$ cat config.mk
export PLATFORM = sky130hd
export DESIGN_NAME = cpu_sequencer
export DESIGN_NICKNAME = d
export VERILOG_FILES = /design/src/rtl/cpu_sequencer.sv
export SDC_FILE = /design/constraint.sdc
export NUM_CORES = 1
export LEC_CHECK = 0
export CAP_MARGIN = 20
export CORE_ASPECT_RATIO = 1.5
export CORE_MARGIN = 2
export CORE_UTILIZATION = 50
export CTS_BUF_LIST = sky130_fd_sc_hd__clkbuf_4 sky130_fd_sc_hd__clkbuf_8
export DETAILED_ROUTE_END_ITERATION = 12
export GPL_ROUTABILITY_DRIVEN = 0
export HOLD_SLACK_MARGIN = 0.15
export PLACE_DENSITY = 0.81
export SYNTH_ARGS = -nofsm -noshare
export SYNTH_HDL_FRONTEND = slang
export SYNTH_SLANG_ARGS = --single-unit
$ cat constraint.sdc
create_clock -name clk -period 3.6 [get_ports clk]
set_input_delay 0.36 -clock clk [delete_from_list [all_inputs] [get_ports clk]]
set_output_delay 0.36 -clock clk [all_outputs]
set_load 0.02 [all_outputs]
$ cat src/rtl/cpu_sequencer.sv
// Multi-cycle fetch/decode/execute sequencer for the 8-bit CPU with a 4x8 register file.
// Optional feature: define CPU_SEQ_JZ_EN to turn opcode 111 with nonzero [4:0] into JZ.
module cpu_sequencer (
    input  logic       clk,
    input  logic       rst,
    input  logic       start,
    output logic [7:0] pc_out,
    output logic       instr_req,
    input  logic [7:0] instr_in,
    input  logic       instr_valid,
    output logic [7:0] alu_a,
    output logic [7:0] alu_b,
    output logic [2:0] alu_sel,
    input  logic [7:0] alu_result,
    input  logic       alu_carry,
    input  logic [1:0] dbg_sel,
    output logic [7:0] dbg_data,
    output logic       zero_flag,
    output logic       carry_flag,
    output logic       busy,
    output logic       halted
);

    typedef enum logic [2:0] {
        IDLE      = 3'd0,
        FETCH     = 3'd1,
        DECODE    = 3'd2,
        EXEC      = 3'd3,
        FETCH_IMM = 3'd4,
        HALT      = 3'd5
    } state_t;

    state_t      state_reg, state_next;
    logic [7:0]  pc_reg, pc_next;
    logic [7:0]  ir_reg, ir_next;
    logic [7:0]  rf_reg [4];
    logic        zero_reg, carry_reg;
    logic        instr_req_reg, busy_reg, halted_reg;

    logic        wr_en;
    logic [7:0]  wr_data;
    logic        flags_en;
    logic [3:0]  rf_we;

    logic [2:0]  opcode;
    logic [1:0]  rd;
    logic [1:0]  rs;
    logic        is_jz;

    assign opcode = ir_reg[7:5];
    assign rd     = ir_reg[4:3];
    assign rs     = ir_reg[2:1];

`ifdef CPU_SEQ_JZ_EN
    assign is_jz = (opcode == 3'b111) && (ir_reg[4:0] != 5'd0);
`else
    assign is_jz = 1'b0;
`endif

    always_comb begin
        state_next = state_reg;
        pc_next    = pc_reg;
        ir_next    = ir_reg;
        wr_en      = 1'b0;
        wr_data    = alu_result;
        flags_en   = 1'b0;
        case (state_reg)
            IDLE: begin
                if (start) begin
                    state_next = FETCH;
                end
            end
            FETCH: begin
                if (instr_valid) begin
                    ir_next    = instr_in;
                    pc_next    = pc_reg + 8'd1;
                    state_next = DECODE;
                end
            end
            DECODE: begin
                if (opcode == 3'b110 || is_jz) begin
                    state_next = FETCH_IMM;
                end else if (opcode == 3'b111) begin
                    state_next = HALT;
                end else begin
                    state_next = EXEC;
                end
            end
            EXEC: begin
                wr_en      = 1'b1;
                flags_en   = 1'b1;
                state_next = FETCH;
            end
            FETCH_IMM: begin
                if (instr_valid) begin
                    state_next = FETCH;
                    if (is_jz) begin
                        // Flag is the one left by the last ALU op, not this instruction.
                        pc_next = zero_reg ? instr_in : pc_reg + 8'd1;
                    end else begin
                        wr_en   = 1'b1;
                        wr_data = instr_in;
                        pc_next = pc_reg + 8'd1;
                    end
                end
            end
            HALT: begin
                state_next = HALT;
            end
            default: begin
                state_next = IDLE;
            end
        endcase
    end

    genvar gi;
    generate
        for (gi = 0; gi < 4; gi++) begin : g_rf_we
            assign rf_we[gi] = wr_en && (rd == 2'(gi));
        end
    endgenerate

    always_ff @(posedge clk) begin
        if (rst) begin
            state_reg     <= IDLE;
            pc_reg        <= 8'd0;
            ir_reg        <= 8'd0;
            zero_reg      <= 1'b0;
            carry_reg     <= 1'b0;
            instr_req_reg <= 1'b0;
            busy_reg      <= 1'b0;
            halted_reg    <= 1'b0;
            for (int i = 0; i < 4; i++) begin
                rf_reg[i] <= 8'd0;
            end
        end else begin
            state_reg     <= state_next;
            pc_reg        <= pc_next;
            ir_reg        <= ir_next;
            instr_req_reg <= (state_next == FETCH) || (state_next == FETCH_IMM);
            busy_reg      <= (state_next != IDLE) && (state_next != HALT);
            halted_reg    <= (state_next == HALT);
            if (flags_en) begin
                zero_reg  <= (alu_result == 8'd0);
                carry_reg <= alu_carry;
            end
            for (int i = 0; i < 4; i++) begin
                if (rf_we[i]) begin
                    rf_reg[i] <= wr_data;
                end
            end
        end
    end

    // ALU inputs stay at zero except while executing so the shared ALU is quiet.
    always_comb begin
        alu_a   = 8'd0;
        alu_b   = 8'd0;
        alu_sel = 3'd0;
        if (state_reg == EXEC) begin
            alu_a   = rf_reg[rd];
            alu_b   = rf_reg[rs];
            alu_sel = opcode;
        end
    end

    assign dbg_data   = rf_reg[dbg_sel];
    assign pc_out     = pc_reg;
    assign instr_req  = instr_req_reg;
    assign busy       = busy_reg;
    assign halted     = halted_reg;
    assign zero_flag  = zero_reg;
    assign carry_flag = carry_reg;

endmodule

==> impl_metrics.tcl, run 1 <==
set metrics [dict create \
    layout-drive-gt1-share_pct 16.5 \
    hold_buffers 0 \
    die_h_um 101 \
    grt_first_pass_wirelength_um 11100 \
    synthCells 257 \
    synth_flop_cell "edfxtp_1" \
    clock_sinks 59 \
    use_met1_pct 21.3 \
    start_kind "flip-flop" \
    grt_max_degree 24 \
    grt_use_met2_pct 41.7 \
    cts_setup_buffers 0 \
    drt_wl_total_um 7020 \
    drc 0 \
    clock_path_buffers 2 \
    period_needed_ns 2.86 \
    viasPerCell 5.61 \
    fp.dieArea_um2 6920 \
    cts_tree "yes" \
    dp_hpwl_um 5330 \
    synth_seq_cells 59 \
    relSlewSlack_pct 37.3 \
    postCtsResizedCells 0 \
    n_antenna_cell 0 \
    floorplan.initialDensity_pct 51.4 \
    finClkSkew_ns 0.00864 \
    grt_pass1_vias 2272 \
    tightest_slew_ns 0.938 \
    area_delta_synth_final_pct 28.2 \
    num_vias 2221 \
    ys_seq_area_share_pct 48.0 \
    max-vdd-ir-drop_uv 330 \
    insertion_delay_ns 0.35 \
    p_leak_uw 0.00140 \
    syn_nets 281 \
    die_x_um 68.6 \
    final_area_um2 4010 \
    rsz0062_at_grt "false" \
    fin_crit_sh_pct 79.6 \
    r2r_cells 4 \
    tns_ns 0 \
    ant_nets 0 \
    critical_path_required_ns 3.24 \
    worstSetupPathType "reg2out" \
    drtPass1Iterations 4 \
    largest_register_ffs 32 \
    cts-root-buf "clkbuf_8" \
    hold_viol 0 \
    status "completed" \
    grtUsageMet3_pct 7.49 \
    cts_max_level 3 \
    place_area_um2 3770 \
    power.density_nw_per_um2 421 \
    netlist_area_um2 3130 \
    ios 63 \
    fin_nets 341 \
    setup_violations 0 \
    synthDistinctLibCells 40 \
    max_freq_ghz 0.349 \
    maxSlewViolCount 0 \
    grt_use_total_pct 22.4 \
    numCtsBuffers 9 \
    worstSetupEndpointType "output port" \
    synth_edf_count 32 \
    synthArstFlopShare_pct 0 \
    port_buffers 62 \
    core_um2 6090 \
    syn_avg_cell_area_um2 12.2 \
    antenna_found_initial 0 \
    drt-initial-drc-count 72 \
    hold_path.class "reg2reg" \
    crit_path_max_fanout 20 \
    hold_depth 2 \
    path_clk_slew_ns 0.06 \
    post_drt_wl_per_cell_um 17.7 \
    yosys_warnings 0 \
    overflow 0 \
    crit_arrival_ns 2.50 \
    rows 35 \
    top_usage_layer "met2" \
    max-cap-violations 0 \
]
Yosys cell counts, types with 2 or more instances:
library cell  number  share of area (%)
o21ai_0            5               0.80
mux2i_1           16                5.1
nand2_1            8               0.96
and2_1             6                1.2
nor4_1             2               0.40
xnor2_1            7                2.0
buf_6              2               0.72
nor3_1             3               0.48
buf_4              3               0.72
dfxtp_1           27                 17
nand4_1            2               0.40
nor2b_1           17                3.4
edfxtp_1          32                 31
mux4_2            24                 17
a21oi_1            5               0.80
nand2b_1           7                1.4
nor4_2             3                1.2
inv_1              3               0.36
clkbuf_1           4               0.48
nor3b_1            3               0.72
nor2_1            50                6.0
nand3_1            3               0.48
buf_2              8                1.3
power by group:
part | internal (µW) | total (µW) | switching, µW
logic | 114 | 204 | 90.1
clock network | 462 | 718 | 255
registers | 735 | 767 | 31.8
total | 1310 | 1690 | 377
area by class of cell:
cell class | instances | area, µm²
fill | 461 | 2080
clock buffer | 10 | 131
tap | 74 | 92.6
inverter | 3 | 11.3
sequential | 59 | 1500
multi-input combinational | 177 | 1510
clock inverter | 6 | 104
timing repair buffer | 67 | 658
routing by layer:
| metal | part of all wire, % | vias to the layer above |
|---|---|---|
| met2 | 56 | 71 |
| met5 | 0 | - |
| met1 | 36 | 1073 |
| li1 | - | 1065 |
| met3 | 6.0 | 12 |
| met4 | 1.9 | 0 |
layout by cell type, fill, tap and decap left out, drive strengths merged, types with 6 or more instances in the layout:
| cell | count |
|---|---|
| xnor2 | 8 |
| mux2i | 16 |
| nand2b | 8 |
| nand2 | 8 |
| mux4 | 24 |
| edfxtp | 32 |
| nor2 | 50 |
| a21oi | 6 |
| dfxtp | 27 |
| clkdlybuf4s50 | 62 |
| clkbuf | 10 |
| and2 | 6 |
| nor2b | 17 |
cells by family (layout without fill, tap and decap cells):
family,after synthesis,count (layout),synth area share [%]
AOI/OAI and AO/OA,17,17,3.92
and+or+nand+nor,110,110,18.6
buffers and inverters,21,86,3.68
xor gates and xnor gates,8,8,2.48
adders and majority gates,1,1,0.400
DFF,59,59,48.0
muxes,41,41,22.9
final timing paths:
check	start	end	slack [ns]
min reg2reg	carry_flag$_SDFFE_PP0N_	carry_flag$_SDFFE_PP0N_	0.46
min	carry_flag$_SDFFE_PP0N_	carry_flag$_SDFFE_PP0N_	0.46
max	state_reg[1]$_SDFF_PP0_	alu_a[5]	0.74
max reg2reg	state_reg[1]$_SDFF_PP0_	rf_reg[0][2]$_SDFFCE_PN0P_	1.24
critical path, cell delays in order, from the launching register on:
cell and delay, ns:
dfxtp_1 0.51, nand3b_1 0.69, nor2b_1 0.32, clkdlybuf4s50_1 0.63
through the flow:
stage / total power [µW] / worst slack [ns] / utilization [%] / std cells / hold WS (ns)
final: 1690 / 0.736 / 65.9 / 396 / 0.458
after global routing: 1740 / 0.512 / 65.9 / 396 / 0.485
after CTS: 1700 / 0.695 / 65.9 / 396 / 0.464
after detailed placement: 986 / 0.852 / 62.0 / 380 / 0.456
after global placement: 977 / 0.893 / 62.0 / 380 / 0.445
after floorplan: 906 / 1.50 / - / 257 / 0.463
No activity file was read; power rests on OpenSTA's default activity.
==> run 2, diff against run 1 <==
==> constraint.sdc (replaced) <==
create_clock -name clk -period 3 [get_ports clk]
set_input_delay 0.3 -clock clk [delete_from_list [all_inputs] [get_ports clk]]
set_output_delay 0.3 -clock clk [all_outputs]
set_load 0.02 [all_outputs]
==> impl_metrics.tcl, run 2 (same netlist as run 1, synthesis figures left out) <==
set metrics [dict create \
    tightest_slew_ns 0.772 \
    maxSlewViolCount 0 \
    worstSetupEndpointType "output port" \
    core_um2 6090 \
    fill_cells 464 \
    ios 63 \
    hold_path.class "reg2reg" \
    cts_max_level 3 \
    p_seq_share_pct 52.2 \
    path_clk_slew_ns 0.06 \
    power_frac_comb_pct 14.0 \
    worstPathCellList "nand3b_1 -> nor2b_1 -> clkdlybuf4s50_1" \
    tns_ns 0 \
    numCtsBuffers 9 \
    rsz0062_at_grt "false" \
    insertion_delay_ns 0.34 \
    post_drt_wl_per_cell_um 16.6 \
    ant_nets 0 \
    layout_commonest_cell "clkdlybuf4s50_1" \
    drt_wl_total_um 6630 \
    viasPerCell 5.49 \
    hold_buffers 0 \
    max_freq_ghz 0.373 \
    critical_path_required_ns 2.70 \
    setup_violations 0 \
    postCtsResizedCells 0 \
    worstSetupPathType "reg2out" \
    max-vdd-ir-drop_uv 319 \
    p_sw_uw 438 \
    antenna_found_initial 0 \
    num_vias 2189 \
    place_area_um2 3800 \
    overflow 0 \
    p_leak_uw 0.00138 \
    hold_viol 0 \
    crit_path_max_fanout 19 \
    max-cap-violations 0 \
    n_antenna_cell 0 \
    relSlewSlack_pct 48.4 \
    cts-root-buf "clkbuf_8" \
    layout-drive-gt1-share_pct 17.2 \
    dp_hpwl_um 5290 \
    cts_setup_buffers 0 \
    clock_path_buffers 2 \
    drc 0 \
    port_buffers 62 \
    grt_pass1_vias 2233 \
    sw_frac_of_total_pct 24.9 \
    place_ws_ns 0.631 \
    die_x_um 68.6 \
    fp.dieArea_um2 6920 \
    drt-initial-drc-count 51 \
    clock_sinks 59 \
    p_int_uw 1320 \
    largest_register_ffs 32 \
    floorplan.initialDensity_pct 51.4 \
    status "completed" \
    fin_nets 344 \
    grt_first_pass_wirelength_um 10700 \
    drtPass1Iterations 4 \
    total_power_uw 1760 \
    period_needed_ns 2.68 \
    finClkSkew_ns 0.00768 \
    fin_crit_sh_pct 89.5 \
    critPathMaxStageDelay_ns 0.63 \
    rows 35 \
    p_clk_share_pct 33.8 \
    area_delta_synth_final_pct 26.7 \
    grt_use_total_pct 21.5 \
    postLayoutSetupSlackWorst_ns 0.316 \
    start_kind "flip-flop" \
    cp_slowest_cell "clkdlybuf4s50_1" \
    final_cell_mix "62 x clkdlybuf4s50_1, 50 x nor2_1, 32 x edfxtp_1" \
    grt_max_degree 20 \
    power.density_nw_per_um2 444 \
    die_h_um 101 \
    final_area_um2 3960 \
    crit_arrival_ns 2.38 \
    cts_tree "yes" \
]
run 2: final cells by class:
| class | count | area, µm² | share of cell area [%] |
|---|---|---|---|
| Sequential cell | 59 | 1500 | 37.9 |
| Multi-Input combinational cell | 177 | 1510 | 38.1 |
| Clock inverter | 6 | 33.8 | 0.853 |
| Tap cell | 74 | 92.6 | 2.34 |
| Timing Repair Buffer | 70 | 681 | 17.2 |
| Clock buffer | 10 | 131 | 3.32 |
| Inverter | 3 | 11.3 | 0.284 |
run 2: critical path, delay by kind of cell, from the launching register on:
family	cells	cell delay, ns
flops	1	0.52
simple gates	2	0.90
buf+inv	1	0.63
run 2: power by group through the flow:
stage          logic, µW  clock network, µW  registers (µW)
6_report             246                594             919
5_1_grt              265                647             924
4_1_cts              248                609             919
3_5_place_dp         248                  0             937
3_3_place_gp         243                  0             932
2_1_floorplan        168                  0             919
run 2: stage by stage:
step,hold slack [ns],utilization [%],cells
final,0.455,65.1,399
after global routing,0.476,65.1,399
after CTS,0.458,65.1,399
after detailed placement,0.450,62.4,383
after global placement,0.444,62.4,383
after floorplan,0.436,-,257
run 2: layer usage:
layer | routed length (µm) | global-route usage (%) | part of all wire, % | up-vias
met5 | 0 | 0 | 0 | -
met4 | 121 | 9.08 | 1.8 | 0
met3 | 345 | 5.36 | 5.2 | 11
met2 | 3820 | 39.5 | 58 | 68
met1 | 2340 | 22.0 | 35 | 1044
li1 | - | - | - | 1066
run 2: worst paths after layout:
kind,from,endpoint,slack [ns],cells past startpoint
setup / recovery,state_reg[1]$_SDFF_PP0_,alu_b[6],0.32,3
hold / removal,carry_flag$_SDFFE_PP0N_,carry_flag$_SDFFE_PP0N_,0.46,2
setup reg to reg,state_reg[1]$_SDFF_PP0_,rf_reg[0][0]$_SDFFCE_PN0P_,0.76,4
hold reg to reg,carry_flag$_SDFFE_PP0N_,carry_flag$_SDFFE_PP0N_,0.46,2
==> run 3, diff against run 2 <==
--- a/config.mk
+++ b/config.mk
@@ -14,6 +14,7 @@
 export GPL_ROUTABILITY_DRIVEN = 0
 export HOLD_SLACK_MARGIN = 0.15
 export PLACE_DENSITY = 0.81
+export SETUP_SLACK_MARGIN = 0.3
 export SYNTH_ARGS = -nofsm -noshare
 export SYNTH_HDL_FRONTEND = slang
 export SYNTH_SLANG_ARGS = --single-unit
==> impl_metrics.tcl, run 3 (same netlist as run 1, synthesis figures left out) <==
set metrics [dict create \
    worstSetupPathType "reg2out" \
    post_drt_wl_per_cell_um 16.7 \
    cts-root-buf "clkbuf_8" \
    fp.dieArea_um2 6920 \
    drt_wl_total_um 6680 \
    tightest_slew_ns 0.585 \
    r2r-end "instr_req$_SDFF_PP0_" \
    antenna_found_initial 0 \
    ant_nets 0 \
    final_cell_mix "62 x clkdlybuf4s50_1, 50 x nor2_1, 32 x edfxtp_1" \
    core_um2 6090 \
    max_freq_ghz 0.400 \
    grt_first_pass_wirelength_um 10800 \
    stdcell_count 401 \
    grt_pass1_vias 2247 \
    max-cap-violations 0 \
    floorplan.initialDensity_pct 51.4 \
    endpoint "alu_sel[1]" \
    finClkSkew_ns 0.00939 \
    viasPerCell 5.54 \
    start_kind "flip-flop" \
    drc 0 \
    max-vdd-ir-drop_uv 320 \
    grt_max_degree 20 \
    die_h_um 101 \
    grt_use_total_pct 21.6 \
    fin_crit_sh_pct 83.3 \
    rows 35 \
    relSlewSlack_pct 61.0 \
    period_needed_ns 2.50 \
    cts_max_level 3 \
    setup_violations 0 \
    n_antenna_cell 0 \
    area_delta_synth_final_pct 27.4 \
    reg2reg_from "state_reg[2]$_SDFF_PP0_" \
    numCtsBuffers 9 \
    num_vias 2223 \
    drt-initial-drc-count 44 \
    cts_tree "yes" \
    die_x_um 68.6 \
    reg2reg_slack_ns 1.08 \
    dp_cells 383 \
    rsz0062_at_grt "false" \
    status "completed" \
    clock_sinks 59 \
    place_area_um2 3800 \
    fin_nets 346 \
    final_area_um2 3990 \
    overflow 0 \
    dp_hpwl_um 5290 \
    final_util_pct 65.5 \
    hold_path.class "reg2reg" \
    p_leak_uw 0.00139 \
    path_clk_slew_ns 0.06 \
    crit_arrival_ns 2.20 \
    hold_viol 0 \
    tns_ns 0 \
    r2r_cells 4 \
    insertion_delay_ns 0.34 \
    drtPass1Iterations 4 \
    clock_path_buffers 2 \
    layout-drive-gt1-share_pct 18.7 \
    maxSlewViolCount 0 \
    layout_commonest_cell "clkdlybuf4s50_1" \
    startpoint "state_reg[0]$_SDFF_PP0_" \
    port_buffers 62 \
    power.density_nw_per_um2 443 \
    ios 63 \
    critical_path_required_ns 2.70 \
    largest_register_ffs 32 \
    crit_path_max_fanout 9 \
    worstSetupEndpointType "output port" \
]
[run 3: changes by cell type in the layout (fill, tap and decap cells not counted)]
cell / before / now
nor3b_2: 0 / 1
dfxtp_1: 27 / 25
buf_4: 8 / 10
dfxtp_2: 0 / 2
nor3b_1: 3 / 2
[run 3: worst max-delay path, cell delays in order, from the launching register on]
cell and delay, ns:
dfxtp_1 0.53, inv_1 0.17, nor3b_2 0.36, and2_1 0.20, clkdlybuf4s50_1 0.61
[run 3: what timing repair did]
item	CTS	global route
setup endpoints to repair	16	5
gates resized for setup	0	3
hold buffers	0	0
buffers inserted	2	0
[run 3: metal layers]
layer	up-vias	track usage, %	routed length, µm
li1	1072	-	-
met1	1070	21.8	2360
met2	71	39.9	3850
met3	10	5.36	346
met4	0	9.23	125
met5	-	0	0
[run 3: report_power, final]
group / total [µW] / switching, µW / internal, µW
combinational: 248 / 108 / 140
sequential: 919 / 36.8 / 882
clock: 599 / 298 / 300
total: 1770 / 443 / 1320
[run 3: worst min-delay path by stage]
stage                                  startpoint                      end  cells past startpoint
final                     carry_flag$_SDFFE_PP0N_  carry_flag$_SDFFE_PP0N_                      2
after global routing      carry_flag$_SDFFE_PP0N_  carry_flag$_SDFFE_PP0N_                      2
after CTS                 carry_flag$_SDFFE_PP0N_  carry_flag$_SDFFE_PP0N_                      2
after detailed placement  carry_flag$_SDFFE_PP0N_  carry_flag$_SDFFE_PP0N_                      2
after global placement    carry_flag$_SDFFE_PP0N_  carry_flag$_SDFFE_PP0N_                      2
after floorplan                         alu_carry  carry_flag$_SDFFE_PP0N_                      2
[run 3: final cells by class]
| cell class | count | area [µm²] |
|---|---|---|
| tap | 74 | 92.6 |
| clock inverter | 6 | 33.8 |
| multi-input combinational | 177 | 1520 |
| sequential | 59 | 1500 |
| timing repair buffer | 72 | 696 |
| clock buffer | 10 | 131 |
| inverter | 3 | 11.3 |
| fill | 463 | 2100 |
[run 3: per-stage QoR]
stage          setup slack (ns)  power (µW)  hold slack, ns
5_1_grt                   0.407        1840           0.476
2_1_floorplan             0.898        1090           0.436
3_3_place_gp              0.657        1180           0.444
6_report                  0.500        1770           0.455
3_5_place_dp              0.631        1180           0.450
4_1_cts                   0.324        1780           0.458
